## config.mk

```make
export PLATFORM = sky130hd
export DESIGN_NAME = booth_mult_sched
export DESIGN_NICKNAME = d
export VERILOG_FILES = /design/src/rtl/booth_mult_sched_pkg.sv /design/src/rtl/booth_mult_sched_rr_arbiter.sv /design/src/rtl/booth_mult_sched.sv
export SDC_FILE = /design/constraint.sdc
export NUM_CORES = 1
export LEC_CHECK = 0
export ABC_AREA = 1
export BUFFER_PORTS_ARGS = -buffer_cell sky130_fd_sc_hd__buf_2
export CAP_MARGIN = 30
export CORE_MARGIN = 5
export CORE_UTILIZATION = 50
export DETAILED_ROUTE_END_ITERATION = 8
export HOLD_SLACK_MARGIN = 0.05
export MAX_ROUTING_LAYER = met4
export PLACE_DENSITY_LB_ADDON = 0.2
export SYNTH_ARGS = -nofsm -noshare
export SYNTH_HDL_FRONTEND = slang
export SYNTH_SLANG_ARGS = --single-unit
```

## constraint.sdc

```tcl
create_clock -name clk -period 6.25 [get_ports clk]
set_clock_uncertainty 0.05 [all_clocks]
set_input_delay 1.25 -clock clk [delete_from_list [all_inputs] [get_ports clk]]
set_output_delay 1.25 -clock clk [all_outputs]
set_load 0.005 [all_outputs]
```

## src/rtl/booth_mult_sched_pkg.sv

```systemverilog
`default_nettype none
//==============================================================================
// booth_mult_sched_pkg : shared state encoding, default watchdog limit, helpers
// Revision: 1.0
//==============================================================================
package booth_mult_sched_pkg;

   typedef enum logic [1:0] {
      ST_IDLE  = 2'd0,
      ST_ISSUE = 2'd1,
      ST_WAIT  = 2'd2,
      ST_RESP  = 2'd3
   } state_t;

   localparam int DEF_TMO_CYC = 32;

   function automatic int wrap_inc(input int idx, input int n);
      return (idx + 1 >= n) ? 0 : idx + 1;
   endfunction

endpackage
`default_nettype wire

```

## src/rtl/booth_mult_sched_rr_arbiter.sv

```systemverilog
`default_nettype none
//==============================================================================
// booth_mult_sched_rr_arbiter : round-robin pick starting at ptr_i, wrapping
// Revision: 1.0
//==============================================================================
module booth_mult_sched_rr_arbiter
   import booth_mult_sched_pkg::*;
#(
   parameter int NUM_REQ = 4,
   localparam int IDW    = $clog2(NUM_REQ)
) (
   input  logic [NUM_REQ-1:0] req_i,
   input  logic [IDW-1:0]     ptr_i,
   output logic [NUM_REQ-1:0] gnt_o,
   output logic [IDW-1:0]     gnt_idx_o,
   output logic               any_o
);

   always_comb begin
      int idx;
      gnt_o     = '0;
      gnt_idx_o = '0;
      any_o     = 1'b0;
      idx       = int'(ptr_i);
      for (int k = 0; k < NUM_REQ; k++) begin
         if (!any_o && req_i[IDW'(idx)]) begin
            any_o             = 1'b1;
            gnt_idx_o         = IDW'(idx);
            gnt_o[IDW'(idx)]  = 1'b1;
         end
         idx = wrap_inc(idx, NUM_REQ);
      end
   end

endmodule
`default_nettype wire

```

## src/rtl/booth_mult_sched.sv

```systemverilog
`default_nettype none
//==============================================================================
// booth_mult_sched : round-robin sharing of one sequential multiplier core
// Revision: 1.0
//==============================================================================
module booth_mult_sched
   import booth_mult_sched_pkg::*;
#(
   parameter int NUM_REQ = 4,
   parameter int WIDTH   = 4,
   parameter int TMO_CYC = DEF_TMO_CYC
) (
   input  logic                     clk,
   input  logic                     rst_n,
   input  logic [NUM_REQ-1:0]       req_valid,
   input  logic [NUM_REQ*WIDTH-1:0] req_a,
   input  logic [NUM_REQ*WIDTH-1:0] req_b,
   output logic [NUM_REQ-1:0]       req_ready,
   output logic [NUM_REQ-1:0]       rsp_valid,
   output logic [2*WIDTH-1:0]       rsp_data,
   output logic                     rsp_err,
   output logic                     mul_start,
   output logic [WIDTH-1:0]         mul_a,
   output logic [WIDTH-1:0]         mul_b,
   output logic                     mul_rst,
   input  logic [2*WIDTH-1:0]       mul_product,
   input  logic                     mul_done,
   output logic                     busy
);

   localparam int IDW = $clog2(NUM_REQ);
   localparam int TW  = $clog2(TMO_CYC);

   state_t               state_q,  state_d;
   logic [IDW-1:0]       rr_ptr_q, rr_ptr_d;
   logic [IDW-1:0]       id_q,     id_d;
   logic [WIDTH-1:0]     a_q,      a_d;
   logic [WIDTH-1:0]     b_q,      b_d;
   logic [2*WIDTH-1:0]   prod_q,   prod_d;
   logic                 err_q,    err_d;
   logic [TW-1:0]        timer_q,  timer_d;

   logic [NUM_REQ-1:0]   gnt;
   logic [IDW-1:0]       gnt_idx;
   logic                 any;
   logic [WIDTH-1:0]     req_a_arr [NUM_REQ];
   logic [WIDTH-1:0]     req_b_arr [NUM_REQ];

   for (genvar i = 0; i < NUM_REQ; i++) begin : g_slice
      assign req_a_arr[i] = req_a[i*WIDTH +: WIDTH];
      assign req_b_arr[i] = req_b[i*WIDTH +: WIDTH];
   end

   booth_mult_sched_rr_arbiter #(
      .NUM_REQ (NUM_REQ)
   ) u_arb (
      .req_i     (req_valid),
      .ptr_i     (rr_ptr_q),
      .gnt_o     (gnt),
      .gnt_idx_o (gnt_idx),
      .any_o     (any)
   );

   always_comb begin
      state_d  = state_q;
      rr_ptr_d = rr_ptr_q;
      id_d     = id_q;
      a_d      = a_q;
      b_d      = b_q;
      prod_d   = prod_q;
      err_d    = err_q;
      timer_d  = timer_q;
      unique case (state_q)
         ST_IDLE: begin
            if (any) begin
               a_d      = req_a_arr[gnt_idx];
               b_d      = req_b_arr[gnt_idx];
               id_d     = gnt_idx;
               rr_ptr_d = IDW'(wrap_inc(int'(gnt_idx), NUM_REQ));
               state_d  = ST_ISSUE;
            end
         end
         ST_ISSUE: begin
            timer_d = '0;
            state_d = ST_WAIT;
         end
         ST_WAIT: begin
            timer_d = timer_q + TW'(1);
            // A completion arriving on the timeout cycle still counts as success.
            if (mul_done) begin
               prod_d  = mul_product;
               err_d   = 1'b0;
               state_d = ST_RESP;
            end else if (timer_q == TW'(TMO_CYC - 1)) begin
               prod_d  = '0;
               err_d   = 1'b1;
               state_d = ST_RESP;
            end
         end
         ST_RESP: state_d = ST_IDLE;
         default: state_d = ST_IDLE;
      endcase
   end

   always_ff @(posedge clk or negedge rst_n) begin
      if (!rst_n) begin
         state_q  <= ST_IDLE;
         rr_ptr_q <= '0;
         id_q     <= '0;
         a_q      <= '0;
         b_q      <= '0;
         prod_q   <= '0;
         err_q    <= 1'b0;
         timer_q  <= '0;
      end else begin
         state_q  <= state_d;
         rr_ptr_q <= rr_ptr_d;
         id_q     <= id_d;
         a_q      <= a_d;
         b_q      <= b_d;
         prod_q   <= prod_d;
         err_q    <= err_d;
         timer_q  <= timer_d;
      end
   end

   // The grant is combinational from req_valid, so it is masked while reset is held.
   assign req_ready = (state_q == ST_IDLE && rst_n) ? gnt : '0;
   assign rsp_valid = (state_q == ST_RESP) ? (NUM_REQ'(1) << id_q) : '0;
   assign rsp_data  = (state_q == ST_RESP && !err_q) ? prod_q : '0;
   assign rsp_err   = (state_q == ST_RESP) && err_q;
   assign mul_rst   = (state_q == ST_RESP) && err_q;
   assign mul_start = (state_q == ST_ISSUE);
   assign mul_a     = a_q;
   assign mul_b     = b_q;
   assign busy      = (state_q != ST_IDLE);

endmodule
`default_nettype wire

```

==> flow_summary.toml <==
[power_and_ir_drop]
leakage_uw = 0.001651
power_switching_uw = 930.1
ir_drop_mv = 0.2723
swShare = 0.5689
power_density_nw_per_um2 = 599.4
p_int_uw = 704.7
combinationalPowerShare = 0.744
p_seq_frac = 0.196
clkPwrFrac = 0.060
power_uw = 1635

[floorplan]
ios = 75
die_h_um = 78.30
start_util = 0.5248
core_um2 = 4444
num_rows = 24
die_area_um2 = 6130
die_w_um = 78.30

[grt]
grt_pass1_vias = 2226
antenna_found_initial = 0
grt_max_degree = 30
grt_util_all_layers = 0.1950
grt_pass1_wl_um = 9632
grt_overflow = 0

[sta]
hold_violations = 0
slew_viol_final = 0
finalSetupViolations = 0
holdWs_ns = 0.4350
fin_crit_sh = 0.6365
max_freq_mhz = 251.4
tightest_slew_ns = 0.6269
rsz0062_at_grt = "no"
fin_tns_setup_ns = 0
post-route-min-period_ns = 3.978
slew_headroom = 0.5821

[finish]
layout.cells.non_filler = 466
antenna_cells = 0
regArea_um2 = 700.7
fin_nets = 477
nFillCells = 441
drive_gt1_frac = 0.2440
syn_to_final_growth_pct = 16.95
multiInputGateArea_um2 = 1348
final_core_util = 0.6137

[run_status]
status = "finished clean"

[clock_network]
cts-root-buf = "clkbuf_8"
cts.sinks = 28
cts_buffers = 3
cts_tree = "done"
post_cts_buffers = 0
htreeDepth = 1
postCtsHoldBufs = 0
cts_resized = 0
clk_latency_ns = 0.28
cts.clk_slew.worst_paths_ns = 0.09
clockBufferDepth = 2

[yosys]
synthCells = 347
syn_area_um2 = 2332
synth_seq_cells = 28
ys_seq_area_frac = 0.3004
synth_fp_nets = 408
yosysWarningCount = 0
ys_types = 27
syn_avg_cell_area_um2 = 6.721

[critical_path]
ff2ff_path_depth = 15
required_ns = 4.95
path_class = "flop to output pin"
crit_fanout = 14
crit_path_start_kind = "flop"
cp-end-kind = "output pin"
worstPathArrival_ns = 2.68
reg2reg_slack_ns = 3.18

[routing]
drt-wirelength-per-cell_um = 12.29
antenna_left = 0
num_vias = 2390
first_pass_iters = 4
viasPerCell = 5.129
wirelength_um = 5728
drtIter0Drc = 84
drc = 0

[place]
numPortBuffers = 74
dpl.hpwl_um = 4423
routabilityCongestion = 0.9237
dp.cells = 463

[run]
drv_cap = 0

[worst_hold_path]
hold_class = "flop to flop"
hold_depth = 2
==> cells in the mapped netlist (all sizes together) <==
master,instances,share of area
nand2,117,0.21
nand3,59,0.14
inv,53,0.085
dfrtp,28,0.30
nor2,23,0.053
o21ai,17,0.038
ha,14,0.075
a21oi,13,0.028
buf,9,0.033
nor3,5,0.011
o221ai,3,0.011
clkbuf,1,0.0016
clkinv,1,0.0016
nand4,1,0.0027
o21bai,1,0.0032
o22ai,1,0.0027
o32ai,1,0.0038
==> logic make-up after synthesis <==
kind of cell / after synthesis / synth area share
flip-flops: 28 / 0.3004
AND/OR/NAND/NOR: 205 / 0.4158
AO/OA/AOI/OAI: 36 / 0.08692
buffers and inverters: 64 / 0.1218
adder cells (fa/ha/maj): 14 / 0.07511
==> layer usage <==
layer  vias to the layer above  GRT usage  part of all wire
met5                         -          -                 0
met2                        78     0.3219              0.47
met3                         7    0.03776             0.065
li1                       1232          -                 -
met4                         0    0.04545             0.010
met1                      1073     0.2486              0.46
==> critical path, cell delays in order (launching register included) <==
cell and delay, ns:
dfrtp_1 0.51, ha_1 0.28, nor2_2 0.47, nand2_1 0.16, nand3_2 0.12, nand2_2 0.11
nor2_8 0.16, nand2_4 0.09, nor2_2 0.16, nand2_1 0.07, a21oi_1 0.13, buf_2 0.13
==> path summary, 6_finish.rpt <==
kind                                    startpoint                     end
hold / removal                mul_b[1]$_DFFE_PN0P_    mul_b[1]$_DFFE_PN0P_
setup reg to reg           rr_ptr_q[0]$_DFFE_PN0P_    mul_a[3]$_DFFE_PN0P_
max in group asynchronous                    rst_n  state_q[0]$_DFFE_PN0P_
setup / recovery           rr_ptr_q[0]$_DFFE_PN0P_            req_ready[3]
min in group asynchronous                    rst_n   prod_q[5]$_DFFE_PN0P_
hold reg to reg               mul_b[1]$_DFFE_PN0P_    mul_b[1]$_DFFE_PN0P_
==> cell type report <==
type,count,share of cell area
Sequential cell,28,0.2569
Multi-Input combinational cell,255,0.4940
Tap cell,52,0.02385
Timing Repair Buffer,74,0.1358
Clock buffer,3,0.01514
Inverter,54,0.07431
==> state kept, by name (all words and copies together), names as in the netlist <==
name	flops
prod_q	8
timer_q	5
mul_a	4
mul_b	4
id_q	2
rr_ptr_q	2
state_q	2
err_q	1
==> per-stage QoR <==
step                instance area, um^2  setup WS, ns
floorplan                          2332         2.771
global placement                   2686         2.489
detailed placement                 2686         2.453
CTS                                2728         2.294
global route                       2728         2.021
finish                             2728         2.272
==> cell usage in the layout, fill, tap and decap left out <==
cell type,count
nor2_2,2
o21ai_2,1
nand2_2,5
nor3_1,5
a21oi_1,13
dfrtp_1,28
nand2_1,107
ha_1,14
nand3_1,53
inv_2,3
nor2_8,2
o32ai_1,1
nor2_1,19
clkinv_1,1
o21ai_0,14
inv_1,50
buf_2,74
o221ai_1,3
nand4_1,1
o21bai_1,1
o21ai_1,2
nand3_2,6
nand2_4,5
o22ai_1,1
clkbuf_8,3
==> power groups by stage <==
stage / combinational [uW] / sequential [uW] / clock, uW
floorplan: 998 / 314 / 0
global placement: 1200 / 322 / 0
detailed placement: 1220 / 322 / 0
CTS: 1220 / 321 / 99.9
global route: 1390 / 331 / 109
finish: 1220 / 321 / 97.4
(Power assumes the default switching activity.)
